**src/rtl/cpu_pkg.sv**
```systemverilog
// Shared ISA definitions for the decode stage: opcodes, PC-select codes,
// control-word layout, ALU operation codes and the opcode decoder.
package cpu_pkg;

    localparam logic [5:0] OP_ADD  = 6'd0;
    localparam logic [5:0] OP_SUB  = 6'd1;
    localparam logic [5:0] OP_AND  = 6'd2;
    localparam logic [5:0] OP_OR   = 6'd3;
    localparam logic [5:0] OP_ADDI = 6'd4;
    localparam logic [5:0] OP_SUBI = 6'd5;
    localparam logic [5:0] OP_ANDI = 6'd6;
    localparam logic [5:0] OP_ORI  = 6'd7;
    localparam logic [5:0] OP_LW   = 6'd8;
    localparam logic [5:0] OP_SW   = 6'd9;
    localparam logic [5:0] OP_BEQ  = 6'd10;
    localparam logic [5:0] OP_BNE  = 6'd11;
    localparam logic [5:0] OP_J    = 6'd12;
    localparam logic [5:0] OP_JR   = 6'd13;

    localparam logic [31:0] NOP_WORD = 32'h0000_0000;

    typedef enum logic [1:0] {
        PC_NEXT = 2'b00,
        PC_OFFS = 2'b01,
        PC_REG  = 2'b10
    } pcsrc_e;

    localparam int CTRL_W        = 8;
    localparam int CTRL_REGWR    = 7;
    localparam int CTRL_MEMRD    = 6;
    localparam int CTRL_MEMWR    = 5;
    localparam int CTRL_ALUSRC   = 4;
    localparam int CTRL_ALUOP_LSB = 0;
    localparam int ALUOP_W       = 4;

    localparam logic [3:0] ALU_ADD = 4'h0;
    localparam logic [3:0] ALU_SUB = 4'h1;
    localparam logic [3:0] ALU_AND = 4'h2;
    localparam logic [3:0] ALU_OR  = 4'h3;

    typedef struct packed {
        logic [CTRL_W-1:0] ctrl;
        logic              use_rs;
        logic              use_rt;
        logic              is_beq;
        logic              is_bne;
        logic              is_j;
        logic              is_jr;
    } dec_t;

    // Maps an opcode to its control word and the register sources it reads.
    function automatic dec_t decode_op(input logic [5:0] op);
        dec_t d;
        d = '0;
        case (op)
            OP_ADD, OP_SUB, OP_AND, OP_OR: begin
                d.ctrl[CTRL_REGWR] = 1'b1;
                d.ctrl[CTRL_ALUOP_LSB +: ALUOP_W] = {2'b00, op[1:0]};
                d.use_rs = 1'b1;
                d.use_rt = 1'b1;
            end
            OP_ADDI, OP_SUBI, OP_ANDI, OP_ORI: begin
                d.ctrl[CTRL_REGWR]  = 1'b1;
                d.ctrl[CTRL_ALUSRC] = 1'b1;
                d.ctrl[CTRL_ALUOP_LSB +: ALUOP_W] = {2'b00, op[1:0]};
                d.use_rs = 1'b1;
            end
            OP_LW: begin
                d.ctrl[CTRL_REGWR]  = 1'b1;
                d.ctrl[CTRL_MEMRD]  = 1'b1;
                d.ctrl[CTRL_ALUSRC] = 1'b1;
                d.ctrl[CTRL_ALUOP_LSB +: ALUOP_W] = ALU_ADD;
                d.use_rs = 1'b1;
            end
            OP_SW: begin
                d.ctrl[CTRL_MEMWR]  = 1'b1;
                d.ctrl[CTRL_ALUSRC] = 1'b1;
                d.ctrl[CTRL_ALUOP_LSB +: ALUOP_W] = ALU_ADD;
                d.use_rs = 1'b1;
                d.use_rt = 1'b1;
            end
            OP_BEQ, OP_BNE: begin
                d.ctrl[CTRL_ALUOP_LSB +: ALUOP_W] = ALU_SUB;
                d.use_rs = 1'b1;
                d.use_rt = 1'b1;
                d.is_beq = (op == OP_BEQ);
                d.is_bne = (op == OP_BNE);
            end
            OP_J: begin
                d.is_j = 1'b1;
            end
            OP_JR: begin
                d.use_rs = 1'b1;
                d.is_jr  = 1'b1;
            end
            default: begin
                d = '0;
            end
        endcase
        return d;
    endfunction

endpackage

```
**src/rtl/reg_file.sv**
```systemverilog
// 16x32 register file, two async read ports and one write port, R0 reads zero
// and a same-cycle write is bypassed to the read ports.
module reg_file #(
    parameter int NREGS = 16,
    parameter int XLEN  = 32,
    localparam int AW   = $clog2(NREGS)
) (
    input  logic            clk,
    input  logic            reset,
    input  logic [AW-1:0]   ra_a,
    input  logic [AW-1:0]   ra_b,
    input  logic            we,
    input  logic [AW-1:0]   wa,
    input  logic [XLEN-1:0] wd,
    output logic [XLEN-1:0] rd_a,
    output logic [XLEN-1:0] rd_b
);

    logic [XLEN-1:0] regs [NREGS];

    always_ff @(posedge clk or negedge reset) begin
        if (!reset) begin
            for (int i = 0; i < NREGS; i++) begin
                regs[i] <= '0;
            end
        end else if (we && (wa != '0)) begin
            regs[wa] <= wd;
        end
    end

    function automatic logic [XLEN-1:0] read_port(input logic [AW-1:0] ra);
        if (ra == '0) begin
            return '0;
        end
        if (we && (wa == ra)) begin
            return wd;
        end
        return regs[ra];
    endfunction

    assign rd_a = read_port(ra_a);
    assign rd_b = read_port(ra_b);

endmodule

```
**src/rtl/id_stage.sv**
```systemverilog
// Decode stage: register read with MEM/WB forwarding, hazard stalls, branch/jump
// resolution and IF redirect. Optional stall counter under ID_STALL_CNT_EN.
module id_stage
    import cpu_pkg::*;
#(
    parameter int NREGS = 16,
    parameter int XLEN  = 32
) (
    input  logic            clk,
    input  logic            reset,
    input  logic [31:0]     Instruction_D,
    input  logic [XLEN-1:0] NPC_D,
    input  logic            RegWr_E,
    input  logic            MemRd_E,
    input  logic [3:0]      Rd_E,
    input  logic            RegWr_M,
    input  logic            RegWr_W,
    input  logic [3:0]      Rd_M,
    input  logic [3:0]      Rd_W,
    input  logic [XLEN-1:0] Fwd_M,
    input  logic [XLEN-1:0] Wdata_W,
    output logic [XLEN-1:0] A_D,
    output logic [XLEN-1:0] B_D,
    output logic [XLEN-1:0] Imm_D,
    output logic [3:0]      Rd_D,
    output logic [7:0]      Ctrl_D,
    output logic            bubble,
    output logic            disable_PC,
    output logic            disable_IR,
    output logic            KILL,
    output logic [1:0]      PCsrc,
    output logic [XLEN-1:0] PC_offset,
    output logic [XLEN-1:0] PC_regRs,
    output logic [15:0]     stall_cnt
);

    logic [5:0]  opcode;
    logic [3:0]  rd, rs, rt;
    logic [13:0] imm14;
    logic [25:0] imm26;
    dec_t        dec;

    assign opcode = Instruction_D[31:26];
    assign rd     = Instruction_D[25:22];
    assign rs     = Instruction_D[21:18];
    assign rt     = Instruction_D[17:14];
    assign imm14  = Instruction_D[13:0];
    assign imm26  = Instruction_D[25:0];
    assign dec    = decode_op(opcode);

    logic [XLEN-1:0] rf_a, rf_b;

    reg_file #(.NREGS(NREGS), .XLEN(XLEN)) u_reg_file (
        .clk  (clk),
        .reset(reset),
        .ra_a (rs),
        .ra_b (rt),
        .we   (RegWr_W),
        .wa   (Rd_W),
        .wd   (Wdata_W),
        .rd_a (rf_a),
        .rd_b (rf_b)
    );

    // WB forwarding lives in the register file bypass; MEM takes priority here.
    function automatic logic [XLEN-1:0] fwd_mem(input logic [3:0] src,
                                                input logic [XLEN-1:0] rf_val);
        if (RegWr_M && (Rd_M == src) && (src != 4'd0)) begin
            return Fwd_M;
        end
        return rf_val;
    endfunction

    assign A_D = fwd_mem(rs, rf_a);
    assign B_D = fwd_mem(rt, rf_b);

    logic signed [XLEN-1:0] imm14_s, imm26_s;
    assign imm14_s = {{(XLEN-14){imm14[13]}}, imm14};
    assign imm26_s = {{(XLEN-26){imm26[25]}}, imm26};
    assign Imm_D   = imm14_s;

    logic src_hit_e, load_use, ctl_hazard, stall;
    assign src_hit_e  = (Rd_E != 4'd0) &&
                        ((dec.use_rs && (Rd_E == rs)) || (dec.use_rt && (Rd_E == rt)));
    assign load_use   = MemRd_E && src_hit_e;
    assign ctl_hazard = (dec.is_beq || dec.is_bne || dec.is_jr) && RegWr_E && src_hit_e;
    assign stall      = reset && (load_use || ctl_hazard);

    logic taken, go_offs, go_reg;
    assign taken   = (dec.is_beq && (A_D == B_D)) || (dec.is_bne && (A_D != B_D));
    assign go_offs = reset && !stall && (taken || dec.is_j);
    assign go_reg  = reset && !stall && dec.is_jr;

    assign PC_offset = NPC_D + $unsigned(dec.is_j ? imm26_s : imm14_s);
    assign PC_regRs  = A_D;

    always_comb begin
        PCsrc = PC_NEXT;
        if (go_offs) begin
            PCsrc = PC_OFFS;
        end else if (go_reg) begin
            PCsrc = PC_REG;
        end
    end

    assign KILL       = go_offs || go_reg;
    assign disable_PC = stall;
    assign disable_IR = stall;
    assign bubble     = stall;

    assign Ctrl_D = stall ? '0 : dec.ctrl;
    assign Rd_D   = (stall || !dec.ctrl[CTRL_REGWR]) ? 4'd0 : rd;

`ifdef ID_STALL_CNT_EN
    function automatic logic [15:0] sat_inc(input logic [15:0] v);
        return (v == 16'hFFFF) ? v : v + 16'd1;
    endfunction

    logic [15:0] cnt;

    always_ff @(posedge clk or negedge reset) begin
        if (!reset) begin
            cnt <= '0;
        end else if (disable_PC) begin
            cnt <= sat_inc(cnt);
        end
    end

    assign stall_cnt = cnt;
`else
    assign stall_cnt = '0;
`endif

endmodule

```
**config.mk**
```make
export PLATFORM = sky130hd
export DESIGN_NAME = id_stage
export DESIGN_NICKNAME = d
export VERILOG_FILES = /design/src/rtl/cpu_pkg.sv /design/src/rtl/reg_file.sv /design/src/rtl/id_stage.sv
export SDC_FILE = /design/constraint.sdc
export NUM_CORES = 1
export LEC_CHECK = 0
export CORE_MARGIN = 3
export CORE_UTILIZATION = 57
export DETAILED_ROUTE_END_ITERATION = 10
export GPL_TIMING_DRIVEN = 1
export PLACE_DENSITY_LB_ADDON = 0.25
export SLEW_MARGIN = 20
export SYNTH_ARGS = -nofsm -noshare
export SYNTH_HDL_FRONTEND = slang
export SYNTH_HIERARCHICAL = 1
export SYNTH_SLANG_ARGS = --single-unit
```
**constraint.sdc**
```tcl
create_clock -name clk -period 5.74 [get_ports clk]
set_input_delay 0.574 -clock clk [delete_from_list [all_inputs] [get_ports clk]]
set_output_delay 0.574 -clock clk [all_outputs]
set_load 0.05 [all_outputs]
```
# == After elaboration in Yosys (flattened, before gate mapping) ==
# Index checks and enable logic that the tools add are counted.
# Widths: inputs -> output; s select.
# op_classes
n_addsub,1
mul,0
div,0
n_lt_le_gt_ge,4
eq_ne,21
shifts,0
muxes,44
bitwise,3
reduce_logical,43
# ops
op,n
$mux 32,18
$bwmux 512,1
$bmux 32 s4,2
$demux 32 s4,1
$eq 6x4->1 const B,6
$add 32x32->32,1
$eq 32x32->1,1
$ne 32x32->1,1
$eq 4x4->1,6
$eq 6x3->1 const B,4
$logic_and 1x1->1,20
$mux 1,16
$reduce_bool 4->1,4
$ge 5x5->1 const B,3
$not 4->5,3
$reduce_or 13->1,1
$eq 6x2->1 const B,2
$reduce_or 9->1,1
$logic_not 4->1,2
$logic_or 1x1->1,8
$mux 8,1
$reduce_or 8->1,1
$reduce_or 7->1,1
$eq 6x1->1 const B,1
8 further kinds,11
# word_totals
ff_bits,512
latchBits,0
ram_bits,0
romBits,0
inputBits,146
out_inout_bits,194
memories,0

# == Longest topological paths before layout ==
# depth
word_depth,14
ltp_mapped,17
ltp_nobuf,16

# == By module ==
# The synthesis kept the hierarchy.
# modules_own_cells
mod,instances,cells_per_inst,area_per_inst_um2,seq_area_each_um2
reg_file,1,1833,27679.0,12812.3
id_stage,1,774,4933.5,0.0

# == Worst setup path after synthesis ==
# Ideal clock, no wire load.
# synth_path
path_kind,in2out
startpoint,input Instruction_D[29]
endpoint,output PC_offset[27]
arrival_ns,4.572
required_time_ns,5.166
path_slack_ns,0.594
cell_stages,15
path_buffers,2
path_cell_list,clkbuf_1 -> nand3_1 -> nor3_1 -> nor2b_1 -> clkbuf_1 -> a21o_1 -> ha_1 -> a21oi_1 -> o21ai_0 -> a21oi_1 -> a31oi_1 -> o21ai_0 -> o21ai_0 -> o31ai_1 -> a21boi_0
# synth_via
elab_chain_cells,4
# synth_rtl
element,line,text
start: declaration,id_stage.sv:11,"input logic [31:0] Instruction_D,"
$eq 6x4->1,cpu_pkg.sv:55,case (op)
$mux 1,cpu_pkg.sv:55,
$mux 32,id_stage.sv:94,assign PC_offset = NPC_D + $unsigned(dec.is_j ? imm26_s : imm14_s);
$add 32x32->32,id_stage.sv:94,
end: declaration,id_stage.sv:32,"output logic [XLEN-1:0] PC_offset,"
# Every way passes these cells.

# == Final worst setup path ==
# layout_path
startpoint,input Rd_W[1]
endpoint,output KILL
# layout_via
elab_chain_cells,13
elab_cells_between_ends,24
cone_classes,4 x eq/ne; 12 x mux; 8 x reduce/logical
# layout_rtl
element,line,text
start: declaration,id_stage.sv:19,"input logic [3:0] Rd_W,"
$eq 4x4->1 *,reg_file.sv:35,if (we && (wa == ra)) begin
$logic_and 1x1->1 *,reg_file.sv:35,
$mux 1 (2 in series),reg_file.sv:35,
$mux 32 *,reg_file.sv:38,return regs[ra];
$mux 32 *,reg_file.sv:35,
via rf_a[11],id_stage.sv:51,"logic [XLEN-1:0] rf_a, rf_b;"
$mux 32 *,id_stage.sv:71,return rf_val;
$eq 32x32->1 / $ne 32x32->1 (equally long branches),id_stage.sv:90,assign taken = (dec.is_beq && (A_D == B_D)) || (dec.is_bne && (A_D != B_D));
$logic_and 1x1->1,id_stage.sv:90,
$logic_or 1x1->1 *,id_stage.sv:90,
$logic_or 1x1->1 *,id_stage.sv:91,assign go_offs = reset && !stall && (taken || dec.is_j);
$logic_and 1x1->1 *,id_stage.sv:91,
$logic_or 1x1->1 *,id_stage.sv:106,assign KILL = go_offs || go_reg;
end: declaration,id_stage.sv:30,"output logic KILL,"
# Mark *: on every way through the listed nets, which the timed path passes. The rest lies on a longest branch. The select of a mux whose other input is x is not followed.

==> results.py <==
metrics = {
    "logic_synthesis": {
        "synth-seq-cells": 512,
        "async_reset_ff_frac": 1.00,
        "synth_edf_count": 0,
        "netlist_instances": 2607,
        "yosys.area.top_type": "dfrtp_1",
        "yosysWarnings": 6,
        "syn_avg_cell_area_um2": 12.5,
        "synth_area_um2": 32600,
        "yosysSeqAreaShare": 0.393,
        "synth.distinct_cells": 66,
        "synth_ff_type": "dfrtp_1",
        "yosysTopAreaCellShare": 0.393,
        "netlist_top_cells_area": "dfrtp_1 39%, mux4_2 18%, mux2_2 17%, buf_4 2.3%, mux2i_1 2.1%",
    },
    "cells_and_area": {
        "largest_reg_flops": 512,
        "drive_gt1_frac": 0.360,
        "reg.largest.list": "u_reg_file/regs: 512 flops",
        "largest_register": "u_reg_file/regs",
        "area_growth_pct": 17.3,
        "fin_nets": 2958,
        "nFillCells": 3981,
    },
    "route": {
        "routed_wirelength_mm": 104,
        "drt_iter0_drc": 2318,
        "wl_per_cell_um": 29.0,
        "ant_nets": 0,
        "drtPass1Iterations": 6,
        "vias": 24400,
        "vias_per_cell": 6.81,
        "drcViolationCount": 0,
    },
    "floorplanning": {
        "core_um2": 56500,
        "num_rows": 87,
        "start_util": 0.577,
        "die_h_um": 245,
        "ioPinCount": 340,
        "dieArea_um2": 60100,
        "die_w_um": 245,
    },
    "timing": {
        "setup-tns-final_ns": 0,
        "finClkSkew_ns": 0,
        "fin_crit_ns": 5.44,
        "drv_slew": 0,
        "tightest_slew_ns": 1.21,
        "finalHoldViolCount": 0,
        "setup_viol_count_final": 0,
        "timing.final.crit_share": 0.948,
        "hold-worst-slack_ns": 0.398,
        "fmax_mhz": 184,
        "slew_headroom": 0.190,
        "rsz0062_at_grt": "no",
    },
    "hold_path": {
        "hp-start": "u_reg_file/regs[506]$_DFFE_PN0P_",
        "holdPathStages": 0,
        "hold-path-endpoint": "u_reg_file/regs[506]$_DFFE_PN0P_",
        "worstHoldPathType": "register to register",
    },
    "run": {
        "cap_violations": 0,
    },
    "cts": {
        "cts_inserted_buffers": 52,
        "clkTransAtPathRegs_ns": 0.06,
        "h-tree-depth": 2,
        "cts_sinks": 512,
        "cts_tree": "done",
        "cts_root_buf": "clkbuf_16",
        "clk_path_buf_depth": 3,
        "clk_latency_ns": 0.60,
    },
    "worst_setup_path": {
        "r2r-end": "u_reg_file/regs[395]$_DFFE_PN0P_",
        "worst_setup_path_start_kind": "input pin",
        "crit_fanout": 7,
        "regToRegSetupSlack_ns": 4.91,
        "reg2reg_depth": 1,
        "worstPathArrival_ns": 4.87,
        "critPathCaptureType": "output port",
        "rr_startpoint": "u_reg_file/regs[395]$_DFFE_PN0P_",
        "critPathKind": "input pin to output port",
        "crit_required_ns": 5.17,
    },
    "global_route": {
        "antenna_found_initial": 2,
        "grt_max_degree": 178,
        "gr-total-overflow": 0,
        "grt_pass1_vias": 24600,
        "grt_first_pass_wirelength_mm": 155,
        "grtUsageTotal": 0.341,
    },
    "power": {
        "vdd_drop_max_v": 0.000258,
        "leakage_nw": 15.9,
        "p_switching_mw": 4.36,
        "pwr-share-comb": 0.350,
        "swShare": 0.333,
        "seqPwrFrac": 0.381,
        "powerDensity_nw_per_um2": 343,
        "p_int_mw": 8.75,
        "clkPwrFrac": 0.269,
    },
    "status": {
        "status": "completed",
    },
    "place": {
        "hpwl_mm": 70.7,
        "gp_congestion": 0.984,
        "portBuffers": 321,
    },
}
[stage by stage]
stage | util | std cells | total power, mW | setup WS, ns | instance area, um^2
after floorplan | - | 2624 | 8.10 | 0.594 | 32700
after detailed placement | 0.645 | 3479 | 9.55 | 0.116 | 36400
after global placement | 0.645 | 3479 | 9.33 | 0.212 | 36400
after CTS | 0.676 | 3575 | 13.1 | 0.0959 | 38200
after global routing | 0.677 | 3577 | 13.6 | 0.0692 | 38200
final | 0.677 | 3579 | 13.1 | 0.300 | 38300
[power by group through the flow]
stage          Sequential (mW)  Clock [mW]  Combinational [mW]
6_report                  5.00        3.53                4.58
5_1_grt                   5.08        3.73                4.82
4_1_cts                   4.96        3.58                4.55
3_5_place_dp              5.02           0                4.53
3_3_place_gp              4.91           0                4.42
2_1_floorplan             4.81           0                3.29
[cell type report]
| type | count | area [um^2] | area share |
|---|---|---|---|
| Antenna cell | 2 | 5.00 | 0.000131 |
| Clock buffer | 79 | 1530 | 0.0401 |
| Clock inverter | 16 | 241 | 0.00631 |
| Inverter | 13 | 48.8 | 0.00128 |
| Multi-Input combinational cell | 1757 | 18100 | 0.474 |
| Sequential cell | 512 | 12800 | 0.335 |
| Tap cell | 756 | 946 | 0.0247 |
| Timing Repair Buffer | 444 | 4530 | 0.118 |
[worst max path at each step]
stage | startpoint | cells past startpoint | endpoint | slack, ns
finish | Rd_W[1] | 17 | KILL | 0.30
global route | Instruction_D[28] | 17 | PC_offset[30] | 0.07
CTS | Rd_W[3] | 17 | KILL | 0.1
detailed placement | Rd_W[3] | 17 | KILL | 0.12
global placement | Rd_W[3] | 17 | KILL | 0.21
floorplan | Instruction_D[29] | 15 | PC_offset[27] | 0.59
[worst max-delay path, cell delays in order]
cell,delay (ns)
clkdlybuf4s50_1,0.61
xnor2_1,0.16
nand4_1,0.21
o21ba_2,0.26
o22a_1,0.36
buf_4,0.25
a22o_1,0.25
or2_2,0.30
a211oi_1,0.22
a41oi_1,0.07
o311ai_0,0.13
nand4_1,0.23
nor4_2,0.40
a2bb2oi_1,0.22
nand3_2,0.17
or2_1,0.27
buf_4,0.19
[placed cells by master (no fill, tap or decap), types with 63 or more instances in the layout]
| master | n |
|---|---|
| clkdlybuf4s50_1 | 294 |
| a22o_1 | 63 |
| a211oi_1 | 90 |
| mux4_2 | 257 |
| mux2_2 | 481 |
| nor2b_1 | 69 |
| buf_4 | 110 |
| a21oi_1 | 94 |
| dfrtp_1 | 512 |
| nand2_1 | 181 |
| mux2i_1 | 68 |
[Yosys cell counts (13+ instances only)]
cell type,number
xnor2_1,52
or2_2,22
ha_1,31
a21oi_1,96
a211oi_1,90
mux2_2,481
xor2_1,20
a21o_1,18
nand3_1,15
o21ai_0,45
mux2i_1,68
nor2b_1,69
dfrtp_1,512
o311ai_0,20
buf_2,78
nor2_1,40
a22o_1,63
buf_4,99
inv_1,13
mux4_2,257
clkbuf_1,149
nand2b_1,13
nor3_1,17
nand2_1,181
a41oi_1,19
[timing repair]
item	in CTS	in global routing
setup buffers	0	2
hold endpoints to repair	61	0
hold buffers	1	0
endpoints found under the setup margin	0	3
resized for setup	0	5
[cells by family (layout without fill, tap and decap cells)]
| family | after synthesis | after routing | synth area share |
|---|---|---|---|
| adder cells (fa/ha/maj) | 32 | 32 | 0.0125 |
| buffers and inverters | 355 | 552 | 0.0569 |
| AND/OR/NAND/NOR | 412 | 412 | 0.0619 |
| multiplexers | 817 | 817 | 0.368 |
| XOR/XNOR | 72 | 72 | 0.0193 |
| flip-flops | 512 | 512 | 0.393 |
| AO/OA/AOI/OAI | 406 | 406 | 0.0880 |
| other | 1 | 20 | 0.000115 |
[layer usage]
layer / vias to the layer above / track usage / wire [um]
met5: - / 0 / 31
met2: 1329 / 0.557 / 49900
met3: 257 / 0.0720 / 9700
li1: 10100 / - / -
met4: 4 / 0.134 / 4310
met1: 12700 / 0.450 / 40000
(Power assumes the default switching activity.)
